--- config.mk ---
export PLATFORM = sky130hd
export DESIGN_NAME = dp_job_sequencer
export DESIGN_NICKNAME = d
export VERILOG_FILES = /design/src/rtl/dp_seq_pkg.sv /design/src/rtl/rr_arb2.sv /design/src/rtl/dp_job_sequencer.sv
export SDC_FILE = /design/constraint.sdc
export NUM_CORES = 1
export LEC_CHECK = 0
export BUFFER_PORTS_ARGS = -buffer_cell sky130_fd_sc_hd__buf_2
export CAP_MARGIN = 0
export CORE_ASPECT_RATIO = 1.5
export CORE_MARGIN = 1
export CORE_UTILIZATION = 45
export DETAILED_ROUTE_END_ITERATION = 10
export PLACE_DENSITY = 0.77
export SLEW_MARGIN = 20
export SYNTH_ARGS = -nofsm -noshare
export SYNTH_HDL_FRONTEND = slang
export SYNTH_SLANG_ARGS = --single-unit
--- constraint.sdc ---
create_clock -name i_clk -period 2.3 [get_ports i_clk]
set_input_delay 0.345 -clock i_clk [delete_from_list [all_inputs] [get_ports i_clk]]
set_output_delay 0.345 -clock i_clk [all_outputs]
set_load 0.005 [all_outputs]
--- src/rtl/dp_seq_pkg.sv ---
// Shared types for the datapath job sequencer: FSM state encoding, requester ID, default width.
package dp_seq_pkg;

    localparam int unsigned DefaultDw = 16;

    typedef enum logic [1:0] {
        StIdle    = 2'd0,
        StIssue   = 2'd1,
        StWait    = 2'd2,
        StCapture = 2'd3
    } state_e;

    typedef logic req_id_t;

endpackage

--- src/rtl/rr_arb2.sv ---
// Combinational two-way round-robin arbiter; i_rr_ptr names the requester preferred on a tie.
module rr_arb2
    import dp_seq_pkg::*;
(
    input  logic [1:0] i_req,
    input  req_id_t    i_rr_ptr,
    output logic [1:0] o_grant,
    output logic       o_valid
);

    always_comb begin
        o_grant = 2'b00;
        unique case (i_req)
            2'b01:   o_grant = 2'b01;
            2'b10:   o_grant = 2'b10;
            2'b11:   o_grant = i_rr_ptr ? 2'b10 : 2'b01;
            default: o_grant = 2'b00;
        endcase
    end

    assign o_valid = |i_req;

endmodule

--- src/rtl/dp_job_sequencer.sv ---
// Shares a start/done datapath between two requesters, one job at a time, round-robin.
// Define DP_SEQ_TIMEOUT_EN to add a WAIT-state watchdog that completes a hung job with result_err.
module dp_job_sequencer
    import dp_seq_pkg::*;
#(
    parameter int unsigned DW             = DefaultDw,
    parameter int unsigned START_HOLD     = 4,
    parameter int unsigned TIMEOUT_CYCLES = 1024
) (
    input  logic          i_clk,
    input  logic          i_rst_n,
    input  logic [1:0]    i_req,
    input  logic [DW-1:0] i_data0,
    input  logic [DW-1:0] i_data1,
    output logic [1:0]    o_ack,
    output logic          o_dp_start,
    output logic [DW-1:0] o_dp_data,
    input  logic          i_dp_done,
    input  logic [DW-1:0] i_dp_out,
    output logic [DW-1:0] o_result,
    output logic          o_result_id,
    output logic          o_result_valid,
    output logic          o_result_err,
    output logic          o_busy
);

    localparam int unsigned CntMax = (START_HOLD > TIMEOUT_CYCLES) ? START_HOLD : TIMEOUT_CYCLES;
    localparam int unsigned CW     = $clog2(CntMax + 1);

    state_e          r_state, w_state_d;
    logic [CW-1:0]   r_cnt, w_cnt_d;
    logic [DW-1:0]   r_dp_data;
    logic [DW-1:0]   r_result;
    req_id_t         r_job_id;
    req_id_t         r_rr_ptr;
    req_id_t         r_result_id;
    logic            r_result_err;
    logic            r_done_prev;
    logic [1:0]      r_ack;
    logic [1:0]      w_grant;
    logic            w_arb_valid;
    logic            w_done_edge;
    logic            w_timeout;
    logic            w_grant_en;
    logic            w_capture_en;

    rr_arb2 u_arb (
        .i_req    (i_req),
        .i_rr_ptr (r_rr_ptr),
        .o_grant  (w_grant),
        .o_valid  (w_arb_valid)
    );

    always_comb begin
        w_state_d   = r_state;
        w_cnt_d     = r_cnt;
        w_done_edge = ~r_done_prev & i_dp_done;
`ifdef DP_SEQ_TIMEOUT_EN
        w_timeout   = (r_state == StWait) && !w_done_edge && (r_cnt == CW'(TIMEOUT_CYCLES - 1));
`else
        w_timeout   = 1'b0;
`endif
        unique case (r_state)
            StIdle: begin
                if (w_arb_valid) begin
                    w_state_d = StIssue;
                    w_cnt_d   = '0;
                end
            end
            StIssue: begin
                if (r_cnt == CW'(START_HOLD - 1)) begin
                    w_state_d = StWait;
                    w_cnt_d   = '0;
                end else begin
                    w_cnt_d = r_cnt + CW'(1);
                end
            end
            StWait: begin
                if (w_done_edge || w_timeout) begin
                    w_state_d = StCapture;
                end
`ifdef DP_SEQ_TIMEOUT_EN
                w_cnt_d = r_cnt + CW'(1);
`endif
            end
            StCapture: w_state_d = StIdle;
            default:   w_state_d = StIdle;
        endcase
    end

    assign w_grant_en   = (r_state == StIdle) && w_arb_valid;
    assign w_capture_en = (r_state == StWait) && (w_state_d == StCapture);

    always_ff @(posedge i_clk or negedge i_rst_n) begin
        if (!i_rst_n) begin
            r_state      <= StIdle;
            r_cnt        <= '0;
            r_dp_data    <= '0;
            r_result     <= '0;
            r_job_id     <= 1'b0;
            r_rr_ptr     <= 1'b0;
            r_result_id  <= 1'b0;
            r_result_err <= 1'b0;
            r_done_prev  <= 1'b0;
            r_ack        <= 2'b00;
        end else begin
            r_state <= w_state_d;
            r_cnt   <= w_cnt_d;
            r_ack   <= 2'b00;
            if (w_grant_en) begin
                r_dp_data   <= w_grant[1] ? i_data1 : i_data0;
                r_job_id    <= w_grant[1];
                r_ack       <= w_grant;
                r_done_prev <= i_dp_done;
            end
            // done_prev is frozen through ISSUE so a stale Done must fall inside WAIT first
            if (r_state == StWait) begin
                r_done_prev <= i_dp_done;
            end
            if (w_capture_en) begin
                r_result     <= w_timeout ? '0 : i_dp_out;
                r_result_id  <= r_job_id;
                r_result_err <= w_timeout;
            end
            if (r_state == StCapture) begin
                r_rr_ptr <= ~r_job_id;
            end
        end
    end

    assign o_ack          = r_ack;
    assign o_dp_start     = (r_state == StIssue);
    assign o_dp_data      = r_dp_data;
    assign o_result       = r_result;
    assign o_result_id    = r_result_id;
    assign o_result_valid = (r_state == StCapture);
    assign o_result_err   = r_result_err;
    assign o_busy         = (r_state != StIdle);

endmodule

# Yosys cells after proc, flatten, opt, wreduce, memory -nomap -nowiden
# Index checks and enable logic that the tools add are counted.
# op_classes
n_addsub,1
muxes,13
eq_ne,9
bitwise,3
reduce_logical,8
# ops
op,count
$mux W11,2
$pmux W11 S2,1
$mux W16,1
$add A11 B1 Y11 const B,1
$eq A11 B2 Y1 const B,1
$eq A2 B2 Y1 const B,5
$mux W2,5
$pmux W2 S4,1
$pmux W2 S3,1
$reduce_bool A2 Y1,3
$eq A2 B1 Y1 const B,2
$logic_and A1 B1 Y1,2
$logic_not A2 Y1,1
$mux W1,2
$ne A2 B2 Y1 const B,1
$not A1 Y1,2
$reduce_and A2 Y1,1
$reduce_or A2 Y1,1
$and A1 B1 Y1,1
# word_totals
regBits,51
output_inout_bits,39
input_bits,53
word_cells,43

# Logic depth before layout (Yosys ltp)
# depth
depth_word,6
ltp_mapped,6
depth_no_buf,5

# Modules after synthesis
# From an unflattened synthesis, not the netlist that was laid out.
# unflattened
cells_unflattened,197
hier_area_um2,2317.2
# modules_own_cells
module,cells_per_inst,seq_area_each_um2,area_per_inst_um2,instances
dp_job_sequencer,193,1276.2,2292.2,1
rr_arb2,4,0.0,25.0,1

# Worst setup path after synthesis
# Ideal clock, no wire load.
# synth_path
kind,register to register
start,reg r_state[0]
end,reg r_result[0] (netlist: o_result[0])
path_stages_with_launch,5
n_path_buf,2
t_required_ns,2.175
synth_period_minus_slack_ns,1.642
arrival_ns,1.517
path_slack_ns,0.658
setup_time_ns,0.125
path_cell_list,dfrtp_1 > buf_2 > nor4b_4 > buf_6 > mux2_2
# synth_between
elab_chain_len,4
word_cells_on_any_way,10
cone_classes,4 x eq/ne; 4 x mux; 2 x reduce/logical
# synth_lines
item,line,rtl
"start, declared",dp_job_sequencer.sv:30,"state_e r_state, w_state_d;"
"start signal, assigned",dp_job_sequencer.sv:96,r_state <= StIdle;
"start signal, assigned",dp_job_sequencer.sv:107,r_state <= w_state_d;
"$eq A2 B2 Y1, or another cell as far along",dp_job_sequencer.sv:63,unique case (r_state)
$pmux W2 S4,dp_job_sequencer.sv:63,
$eq A2 B2 Y1,dp_job_sequencer.sv:92,assign w_capture_en = (r_state == StWait) && (w_state_d == StCapture);
$logic_and A1 B1 Y1 (*),dp_job_sequencer.sv:92,
"end signal, assigned",dp_job_sequencer.sv:121,r_result <= w_timeout ? '0 : i_dp_out;
"end, declared",dp_job_sequencer.sv:33,logic [DW-1:0] r_result;
# Every way passes the cells marked *; elsewhere a longest branch is shown, timed or not.
# A chain may end at the register's enable or synchronous reset.

# Worst setup path after layout
# layout_path
start,reg r_state[0]
end,reg r_dp_data[6] (netlist: o_dp_data[6])
# layout_between
elab_chain_len,2
# layout_lines
item,line,rtl
$logic_not A2 Y1,dp_job_sequencer.sv:91,assign w_grant_en = (r_state == StIdle) && w_arb_valid;
$logic_and A1 B1 Y1,dp_job_sequencer.sv:91,
"end signal, assigned",dp_job_sequencer.sv:111,r_dp_data <= w_grant[1] ? i_data1 : i_data0;
"end, declared",dp_job_sequencer.sv:32,logic [DW-1:0] r_dp_data;
# No other way between the ends.

==> flow_metrics.py <==
metrics = {
    "run_status": {
        "status": "finished clean",
    },
    "floorplanning": {
        "rows": 30,
        "die_y_um": 87.1,
        "die_w_um": 58.8,
        "die_area_sq_um": 5120,
        "core_area_sq_um": 4580,
        "io_pins": 92,
        "start_util": 0.475,
    },
    "synth": {
        "netlist_instances": 199,
        "synth_area_leader_cell": "dfrtp_1",
        "postSynthAreaPerCell_sq_um": 10.9,
        "synth.top_cell.area_share": 0.587,
        "synthArstFlopShare": 1.00,
        "seq_area_frac_synth": 0.587,
        "synth.area.top_cells": "dfrtp_1, mux2_2, nor2_1",
        "synth_edf_count": 0,
        "ys_types": 33,
        "ys.flop_type": "dfrtp_1",
        "ys_seq_elements": 51,
        "yosys_warnings": 0,
        "syn-cell-area_sq_um": 2170,
        "yosysMostFrequentCell": "dfrtp_1",
        "yosys-top-cells-count": "dfrtp_1, nor2_1, mux2_2, o22ai_1, nand2_1",
        "synth_fp_nets": 253,
    },
    "final_layout": {
        "nets": 349,
        "antenna_cells": 0,
        "drive_above_1_share": 0.419,
        "fin_cells": 360,
        "final_area_sq_um": 2810,
        "area_delta_synth_final_pct": 29.2,
    },
    "critical_path": {
        "slowest_stage": "nand3_1",
        "critical_path_peak_fanout": 17,
        "cp-start-kind": "flip-flop",
        "crit_chain": "nor2_1 -> nand3_1 -> o22ai_1 -> nor2_1",
        "cp-end-kind": "flip-flop",
        "path_common_cell": "nor2_1",
        "cpPeakStageDelay_ns": 0.51,
        "cp.arrival_ns": 2.03,
        "required_ns": 2.50,
        "crit_type": "flip-flop to flip-flop",
    },
    "clock_network": {
        "cts_tree": "yes",
        "cts_made_buffers": 5,
        "cts_setup_buffers": 0,
        "clk_pin_slew_ns": 0.09,
        "clkLatencyLatePin_ns": 0.31,
        "htreeDepth": 2,
        "clkSinkCount": 51,
        "ctsLongestPathBuffers": 2,
        "root_buffer": "clkbuf_8",
        "cts_resized": 0,
    },
    "drt": {
        "drt-initial-drc-count": 65,
        "wl_per_cell_um": 13.1,
        "drcViolationCount": 0,
        "antenna_left": 0,
        "wirelength_mm": 4.72,
        "dr.pass1.iters": 4,
        "viasPerCell": 5.20,
        "vias": 1871,
    },
    "timing": {
        "clock-skew-final_ns": 0.00667,
        "tns_ns": 0,
        "rsz0062_at_grt": "false",
        "final_max_slew_viol_count": 0,
        "worst-slew-pin-transition_ns": 1.01,
        "min_period_over_period": 0.798,
        "max-slew-margin-rel": 0.323,
        "finalSetupViolCount": 0,
        "period_needed_ns": 1.84,
        "worst_hold_slack_ns": 0.264,
        "hold_violations": 0,
        "fmax_mhz": 545,
    },
    "global_routing": {
        "grt_start_max_net_pins": 19,
        "grt_pass1_vias": 1781,
        "antenna_found_initial": 0,
        "grt_pass1_wl_mm": 7.83,
        "track_usage": 0.200,
        "grt_overflow": 0,
    },
    "hold_path": {
        "hp-class": "primary input to flip-flop",
    },
    "placement": {
        "io_buffers": 90,
        "post-place-cells": 351,
        "routabilityCongestion": 0.834,
        "place.detailed.hpwl_mm": 3.56,
        "placed_area_sq_um": 2720,
    },
    "run": {
        "maxCapViolations": 0,
    },
    "power_and_ir_drop": {
        "ir_worst_vdd_mv": 0.741,
        "power.density_nw_per_um2": 1150,
        "p_leak_nw": 1.39,
    },
}
==> power breakdown <==
group	switching [W]	internal, W	leakage (nW)
sequential	0.000232	0.00125	0.625
clock	0.000294	0.000209	0.0477
combinational	0.000628	0.000613	0.719
==> layout by cell type, fill, tap and decap left out, drive strengths merged, types with 2 or more instances in the layout <==
master	n
mux2	19
nand3	6
nor4b	2
buf	94
nor2	39
dfrtp	51
o22ai	19
a21oi	7
nand2b	2
nand4	4
or3	2
clkbuf	5
o21ai	4
or4	2
inv	9
xor2	2
o31ai	2
nand2	11
clkinv	3
and4	2
==> final cells by class <==
type | instances | area (sq um)
clock buffer | 5 | 68.8
clock inverter | 3 | 15.0
fill | 442 | 1770
inverter | 9 | 33.8
multi-input combinational | 133 | 833
sequential | 51 | 1280
tap | 64 | 80.1
timing repair buffer | 95 | 503
==> sequential cells by signal (all words and copies together), names as in the netlist <==
name,count
o_dp_data,16
o_result,16
r_cnt,11
o_ack,2
r_state,2
o_result_id,1
r_done_prev,1
r_job_id,1
r_rr_ptr,1
==> critical path: cells and delay by family, from the launching register on <==
| family | cells | cell delay, ns |
|---|---|---|
| flip-flops | 1 | 0.50 |
| AND/OR/NAND/NOR | 3 | 0.86 |
| AO/OA/AOI/OAI | 1 | 0.36 |
==> worst paths after layout <==
check                                  start            to  slack, ns  cells past startpoint
worst max-delay path              r_state[0]  o_dp_data[6]       0.46                      4
worst min-delay path            i_dp_out[13]  o_result[13]       0.26                      2
worst max register to register    r_state[0]  o_dp_data[6]       0.46                      4
worst min register to register      r_job_id      r_rr_ptr       0.47                      1
max in group asynchronous            i_rst_n  o_dp_data[6]       1.25                      3
min in group asynchronous            i_rst_n  o_result[12]       0.48                      2
==> metrics by stage <==
stage | utilization | power, W | setup WS [ns]
final | 0.614 | 0.00323 | 0.464
after global routing | 0.614 | 0.00349 | 0.279
after CTS | 0.614 | 0.00326 | 0.466
after detailed placement | 0.593 | 0.00276 | 0.477
after global placement | 0.593 | 0.00270 | 0.521
after floorplan | - | 0.00221 | 0.658
==> logic make-up (layout without fill, tap and decap cells) <==
| group | count (synthesis) | count (layout) | synth area share |
|---|---|---|---|
| simple gates | 72 | 72 | 0.158 |
| other cells | 1 | 1 | 0.00172 |
| xor+xnor | 3 | 3 | 0.0121 |
| fa+ha+maj | 1 | 1 | 0.00575 |
| mux | 19 | 19 | 0.0984 |
| flops | 51 | 51 | 0.587 |
| buf+inv | 15 | 112 | 0.0322 |
| compound gates | 37 | 37 | 0.105 |
==> what timing repair did <==
item | in CTS | in global routing
setup endpoints to repair | 0 | 0
hold buffers | 1 | 0
hold endpoints to repair | 15 | 0
==> per-layer routing <==
layer,wire length (um),global-route usage,vias to the layer above,share of wire
met2,2490,0.349,65,0.53
met3,241,0.0446,6,0.051
met1,1930,0.237,910,0.41
met5,0,0,-,0
li1,-,-,890,-
met4,65,0.0736,0,0.014
Power figures use the tool's default switching activity.
